## config.mk

```make
export PLATFORM = sky130hd
export DESIGN_NAME = game_flow_controller_flat
export DESIGN_NICKNAME = d
export VERILOG_FILES = /design/src/rtl/game_pkg.sv /design/src/rtl/game_flow_controller_if.sv /design/src/rtl/button_edge.sv /design/src/rtl/game_flow_controller.sv /design/src/flat_wrapper.sv
export SDC_FILE = /design/constraint.sdc
export NUM_CORES = 1
export LEC_CHECK = 0
export ABC_CLOCK_PERIOD_IN_PS = 3850
export BUFFER_PORTS_ARGS = -buffer_cell sky130_fd_sc_hd__buf_2
export CORE_MARGIN = 2
export CORE_UTILIZATION = 60
export DETAILED_ROUTE_END_ITERATION = 7
export MAX_ROUTING_LAYER = met4
export PLACE_DENSITY_LB_ADDON = 0.25
export SLEW_MARGIN = 20
export SYNTH_ARGS = -nofsm -noshare
export SYNTH_HDL_FRONTEND = slang
export SYNTH_SLANG_ARGS = --single-unit
```

## constraint.sdc

```tcl
create_clock -name vga_clock -period 3.85 [get_ports vga_clock]
set_input_delay 0.385 -clock vga_clock [delete_from_list [all_inputs] [get_ports vga_clock]]
set_output_delay 0.385 -clock vga_clock [all_outputs]
set_load 0.02 [all_outputs]
```

## src/rtl/game_pkg.sv

```systemverilog
// Shared game types: overlay codes, flow states and level index width.
// Pure declarations; no logic, no latency, no backpressure.
package game_pkg;

  localparam int LEVEL_W = 2;

  typedef enum logic [2:0] {
    SCR_TITLE     = 3'd0,
    SCR_PLAY      = 3'd1,
    SCR_CLEAR     = 3'd2,
    SCR_DEAD      = 3'd3,
    SCR_GAME_OVER = 3'd4,
    SCR_VICTORY   = 3'd5
  } screen_t;

  typedef enum logic [2:0] {
    ST_TITLE,
    ST_LOAD,
    ST_PLAY,
    ST_CLEAR_HOLD,
    ST_DEAD_HOLD,
    ST_GAME_OVER,
    ST_VICTORY
  } flow_state_t;

  function automatic screen_t screen_of(input flow_state_t st);
    screen_t scr;
    unique case (st)
      ST_LOAD, ST_PLAY: scr = SCR_PLAY;
      ST_CLEAR_HOLD:    scr = SCR_CLEAR;
      ST_DEAD_HOLD:     scr = SCR_DEAD;
      ST_GAME_OVER:     scr = SCR_GAME_OVER;
      ST_VICTORY:       scr = SCR_VICTORY;
      default:          scr = SCR_TITLE;
    endcase
    return scr;
  endfunction

endpackage

```

## src/rtl/game_flow_controller_if.sv

```systemverilog
// Bundle between the flow controller and the level/renderer side.
// Wires only; master is the controller, slave is the level/renderer side.
interface game_flow_controller_if;
  import game_pkg::*;

  logic               start_button;
  logic               level_win;
  logic               level_lose;
  logic [LEVEL_W-1:0] level_select;
  logic               level_reset;
  screen_t            screen;
  logic [1:0]         lives;

  modport master (
    input  start_button, level_win, level_lose,
    output level_select, level_reset, screen, lives
  );

  modport slave (
    output start_button, level_win, level_lose,
    input  level_select, level_reset, screen, lives
  );

endinterface

```

## src/rtl/button_edge.sv

```systemverilog
// Two-flop synchroniser plus rising-edge detect for an async push button.
// Pulse is valid after the 2nd edge following the rise; one pulse per press, no backpressure.
module button_edge (
  input  logic vga_clock,
  input  logic reset,
  input  logic button,
  output logic pulse
);

  logic sync_1;
  logic sync_2;
  logic prev;

  always_ff @(posedge vga_clock or negedge reset) begin
    if (!reset) begin
      sync_1 <= 1'b0;
      sync_2 <= 1'b0;
      prev   <= 1'b0;
    end else begin
      sync_1 <= button;
      sync_2 <= sync_1;
      prev   <= sync_2;
    end
  end

  assign pulse = sync_2 & ~prev;

endmodule

```

## src/rtl/game_flow_controller.sv

```systemverilog
// Game sequencer: title/load/play/clear/dead/game-over/victory; all outputs registered, state moves one edge after its cause.
// Optional lives tracking under GAME_FLOW_LIVES_EN; no backpressure, level_win/level_lose sampled only in PLAY.
module game_flow_controller
  import game_pkg::*;
#(
  parameter int NUM_LEVELS   = 3,
  parameter int MAX_LIVES    = 3,
  parameter int HOLD_CYCLES  = 50_000_000,
  parameter int RESET_CYCLES = 4
) (
  input  logic                   vga_clock,
  input  logic                   reset,
  game_flow_controller_if.master flow
);

  flow_state_t        state;
  flow_state_t        state_nxt;
  logic [31:0]        hold_cnt;
  logic [LEVEL_W-1:0] level_sel_q;
  logic [1:0]         lives_q;
  screen_t            screen_q;
  screen_t            screen_nxt;
  logic               level_reset_q;
  logic               level_reset_nxt;
  logic               start_pulse;
  logic               load_done;
  logic               hold_done;
  logic               last_level;
  logic               last_life;
  logic               timed_state;

  button_edge u_start_edge (
    .vga_clock (vga_clock),
    .reset     (reset),
    .button    (flow.start_button),
    .pulse     (start_pulse)
  );

  assign load_done   = (hold_cnt == 32'(RESET_CYCLES - 1));
  assign hold_done   = (hold_cnt == 32'(HOLD_CYCLES - 1));
  assign last_level  = (level_sel_q == LEVEL_W'(NUM_LEVELS - 1));
  assign timed_state = (state == ST_LOAD) || (state == ST_CLEAR_HOLD) || (state == ST_DEAD_HOLD);

  always_ff @(posedge vga_clock or negedge reset) begin
    if (!reset) begin
      state         <= ST_TITLE;
      screen_q      <= SCR_TITLE;
      level_reset_q <= 1'b0;
      hold_cnt      <= '0;
    end else begin
      state         <= state_nxt;
      screen_q      <= screen_nxt;
      level_reset_q <= level_reset_nxt;
      // every state change restarts the count, so LOAD and both holds start at zero
      if (state_nxt != state) begin
        hold_cnt <= '0;
      end else if (timed_state) begin
        hold_cnt <= hold_cnt + 32'd1;
      end
    end
  end

  always_comb begin
    state_nxt = state;
    unique case (state)
      ST_TITLE:      if (start_pulse) state_nxt = ST_LOAD;
      ST_LOAD:       if (load_done) state_nxt = ST_PLAY;
      ST_PLAY: begin
        if (flow.level_win) begin
          state_nxt = ST_CLEAR_HOLD;
        end else if (flow.level_lose) begin
          state_nxt = ST_DEAD_HOLD;
        end
      end
      ST_CLEAR_HOLD: if (hold_done) state_nxt = last_level ? ST_VICTORY : ST_LOAD;
      ST_DEAD_HOLD:  if (hold_done) state_nxt = last_life ? ST_GAME_OVER : ST_LOAD;
      ST_GAME_OVER,
      ST_VICTORY:    if (start_pulse) state_nxt = ST_TITLE;
      default:       state_nxt = ST_TITLE;
    endcase
  end

  // outputs are decoded from the next state so the registered copies track the state register
  always_comb begin
    screen_nxt      = screen_of(state_nxt);
    level_reset_nxt = (state_nxt == ST_PLAY);
  end

  always_ff @(posedge vga_clock or negedge reset) begin
    if (!reset) begin
      level_sel_q <= '0;
    end else if ((state == ST_TITLE) && start_pulse) begin
      level_sel_q <= '0;
    end else if ((state == ST_CLEAR_HOLD) && hold_done && !last_level) begin
      level_sel_q <= level_sel_q + LEVEL_W'(1);
    end
  end

`ifdef GAME_FLOW_LIVES_EN
  always_ff @(posedge vga_clock or negedge reset) begin
    if (!reset) begin
      lives_q <= 2'(MAX_LIVES);
    end else if ((state == ST_TITLE) && start_pulse) begin
      lives_q <= 2'(MAX_LIVES);
    end else if ((state == ST_DEAD_HOLD) && hold_done) begin
      lives_q <= lives_q - 2'd1;
    end
  end

  assign last_life = (lives_q == 2'd1);
`else
  // a single life, never more than MAX_LIVES allows
  assign lives_q   = 2'((MAX_LIVES < 1) ? MAX_LIVES : 1);
  assign last_life = 1'b1;
`endif

  assign flow.level_select = level_sel_q;
  assign flow.level_reset  = level_reset_q;
  assign flow.screen       = screen_q;
  assign flow.lives        = lives_q;

endmodule

```

## src/flat_wrapper.sv

```systemverilog
// flat-port wrapper written by rule: the top's interface ports become plain ports
module game_flow_controller_flat import game_pkg::*;
#(
  parameter int NUM_LEVELS   = 3,
  parameter int MAX_LIVES    = 3,
  parameter int HOLD_CYCLES  = 50_000_000,
  parameter int RESET_CYCLES = 4
)
  (vga_clock, reset, flow_start_button, flow_level_win, flow_level_lose, flow_level_select, flow_level_reset, flow_screen, flow_lives);
  game_flow_controller_if flow_i ();
  input  logic vga_clock;
  input  logic reset;
  input wire logic [$bits(flow_i.start_button)-1:0] flow_start_button;
  input wire logic [$bits(flow_i.level_win)-1:0] flow_level_win;
  input wire logic [$bits(flow_i.level_lose)-1:0] flow_level_lose;
  output wire logic [$bits(flow_i.level_select)-1:0] flow_level_select;
  output wire logic [$bits(flow_i.level_reset)-1:0] flow_level_reset;
  output wire logic [$bits(flow_i.screen)-1:0] flow_screen;
  output wire logic [$bits(flow_i.lives)-1:0] flow_lives;
  assign flow_i.start_button = flow_start_button;
  assign flow_i.level_win = flow_level_win;
  assign flow_i.level_lose = flow_level_lose;
  assign flow_level_select = flow_i.level_select;
  assign flow_level_reset = flow_i.level_reset;
  assign flow_screen = flow_i.screen;
  assign flow_lives = flow_i.lives;
  game_flow_controller #(.NUM_LEVELS(NUM_LEVELS), .MAX_LIVES(MAX_LIVES), .HOLD_CYCLES(HOLD_CYCLES), .RESET_CYCLES(RESET_CYCLES)) u_core (.vga_clock(vga_clock), .reset(reset), .flow(flow_i));
endmodule
```

==> out/qor.txt <==
Hold buffer count at CTS: 0
Maximum vdd ir drop: 200.5 uV
Synth cell types: 50
DR WL met3: 291 um
Die Height: 70.54 um
Number of instances resized during post-cts repair: 0
RePlAce Congestion: 0.9203
Syn Nets: 312
Largest net degree at the start of global routing: 45
Sink Count: 44
FP Rows: 24
Critical Path Sink Type: register
Worst-Skew Late Latency: 0.30 ns
Async set-reset flop share out of synthesis: 1.000
Initial antenna violation count: 0
Most common cell in the netlist: nand2_1
Post-detailed-route wirelength per cell: 15.10 um
Final setup margin: 1.161 ns
Routed length on met1: 2544 um
Main area contributors after synthesis: dfrtp_1, xor2_1, nand2_1
Area of the core: 4294 um2
H-tree lvl count: 2
Starting Density: 0.6186
Final Skew: 0.01507 ns
Buffers on Ports: 10
First-pass GRT wire length: 9335 um
Synthesized area per cell: 8.709 um2
Uppermost layer routed: met4
Pins Over Slew Limit: 0
Gr usage total: 0.2440
P&R area growth vs syn: 5.794%
Drt first-iter violations: 191
DRT antenna net count: 0
Fin. Hold Viols: 0
Leak Pwr: 1.309 nW
Max-cap violations: 0
Crit path cell chain: and4_1, nand4_1, nor4_1, o22ai_1, a21oi_2, buf_4, nor2_1
Maximum clock insertion buffer count: 2
Vias: 2,125
Crit path DAT: 2.86 ns
Relative slew slack: 0.4780
Clock transition at the registers of the reported paths: 0.09 ns
Status: complete, no violations
Area post-placement: 2705 um2
Hold WC Path Type: input pin to asynchronous set/reset pin
Fin Setup TNS: 0 ns
Met2 Wirelength: 2504 um
Fraction of layout cells with a size suffix above 1: 0.1078
Post-synth EDFFs: 0
Minimum clock period: 2.689 ns
CP peak stage delay: 0.48 ns
Count of final setup violators: 0
Max Fclk: 371.9 MHz
Grt total ovfl: 0
Cells after DPL: 351
Post-route cell area: 2810 um2
Most used DFF post-synth: dfrtp_1
Synthesis Warnings: 0
CP max FO: 21
Number of nets in the layout: 313
Total CTS buffers: 5
Final wirelength: 5405 um
RSZ-0062 raised after global routing: false
Post-route clock period utilization: 0.6983
Vias per cell: 5.936
Postcts setup bufs: 0
Buf/Inv on CP: 1
CTS tree: built
Synth Cell Area: 2656 um2
Die Area: 4975 um2
Kind of cell adding the most delay to the critical path: simple AND/OR/NAND/NOR gates
CP Class: register to register
CP required: 4.02 ns
Most frequent cells after synthesis: nand2_1, dfrtp_1, nor2_1, xor2_1, nor4_1
Drt first pass iters: 4
Top cell type's share of synthesized area: 0.4145
Area leader, netlist: dfrtp_1
Vias in the first global route: 1,944
Pre-CTS setup slack: 1.219 ns
Die X: 70.54 um
Cells after synthesis: 305
Final core occ: 0.6544
Cell area power density: 281.1 nW/um2
Final Non-Filler Cells: 358
DRC viols: 0
Sequential-to-total area share from yosys stat: 0.4145
DP HPWL: 3587 um
Clock Tree Root: clkbuf_8
CP max stage cell: a21oi_2
Crit start category: register
N_diodes: 0
Slew @ Worst Pin: 0.7796 ns
R2R Setup Slk: 1.16 ns
Flops & latches, synth: 44
Io pins: 13
-- layer usage --
metal / vias up / GRT usage
li1: 1048 / -
met1: 1010 / 0.3506
met2: 62 / 0.3595
met3: 5 / 0.04131
met4: 0 / 0.07338
met5: - / -
-- worst paths after layout --
path,cells past startpoint,end,startpoint
worst max-delay path,7,u_core.hold_cnt[12],u_core.hold_cnt[19]
worst min-delay path,1,u_core.hold_cnt[10],reset
worst max register to register,7,u_core.hold_cnt[12],u_core.hold_cnt[19]
worst min register to register,0,u_core.u_start_edge.sync_2,u_core.u_start_edge.sync_1
max in group asynchronous,1,u_core.hold_cnt[23],reset
min in group vga_clock,1,u_core.u_start_edge.sync_1,flow_start_button
-- where the power goes --
group | switching (mW) | leakage, nW | internal (mW)
logic | 0.0132 | 0.680 | 0.00348
clock network | 0.149 | 0.0503 | 0.160
registers | 0.000704 | 0.578 | 0.463
-- registers in the layout (all words and copies together), names as in the netlist --
name,count
u_core.flow.level_reset,1
u_core.u_start_edge.sync_2,1
u_core.u_start_edge.sync_1,1
u_core.flow.level_select,2
u_core.state,3
u_core.u_start_edge.prev,1
u_core.hold_cnt,32
u_core.flow.screen,3
-- layout by cell type (no fill, tap or decap), types with 2 or more instances in the layout --
cell,n
buf_4,4
or3_1,3
nand2b_1,5
nor2b_1,2
dfrtp_1,44
and4_1,5
clkbuf_8,7
nor4_2,2
nor2_1,39
nand4_1,5
nor4b_1,3
nor3_1,12
xor2_1,20
nand3_1,13
buf_2,9
and2_1,4
a21oi_1,2
conb_1,2
xnor2_1,12
nand2_1,45
nor4_1,16
a21o_1,3
and3_1,3
ha_1,2
o22ai_1,2
mux2i_1,3
inv_1,12
o21ai_0,4
-- through the flow --
step                hold WS [ns]  total power, mW
global placement          0.3321           0.4901
CTS                       0.1790           0.7981
floorplan                0.08941           0.4798
finish                   0.06244           0.7900
detailed placement        0.3347           0.4905
global route              0.1162           0.8144
-- worst reg2reg max path: cells and delay by family (launching register included) --
kind,cells,cell delay [ns]
AND/OR/NAND/NOR,4,1.14
flip-flops,1,0.44
AO/OA/AOI/OAI,2,0.62
buffers and inverters,1,0.36
-- area by class of cell --
cell class | count | area (um2)
fillers | 366 | 1484
clock buffers | 7 | 96.34
multi-input cells | 230 | 1428
repair buffers | 13 | 75.07
well taps | 52 | 65.06
inverters | 12 | 45.04
flip-flops and latches | 44 | 1101
-- cells by family (layout without fill, tap and decap cells) --
| family | Yosys count | count (layout) | share of synthesized area |
|---|---|---|---|
| AOI/OAI and AO/OA | 24 | 24 | 0.07254 |
| xor gates and xnor gates | 32 | 32 | 0.1055 |
| adders and majority gates | 3 | 3 | 0.01319 |
| buffers and inverters | 31 | 32 | 0.05181 |
| DFF | 44 | 44 | 0.4145 |
| muxes | 4 | 4 | 0.01554 |
| other | 2 | 2 | 0.002827 |
| and+or+nand+nor | 165 | 165 | 0.3241 |
(Power assumes the default switching activity.)
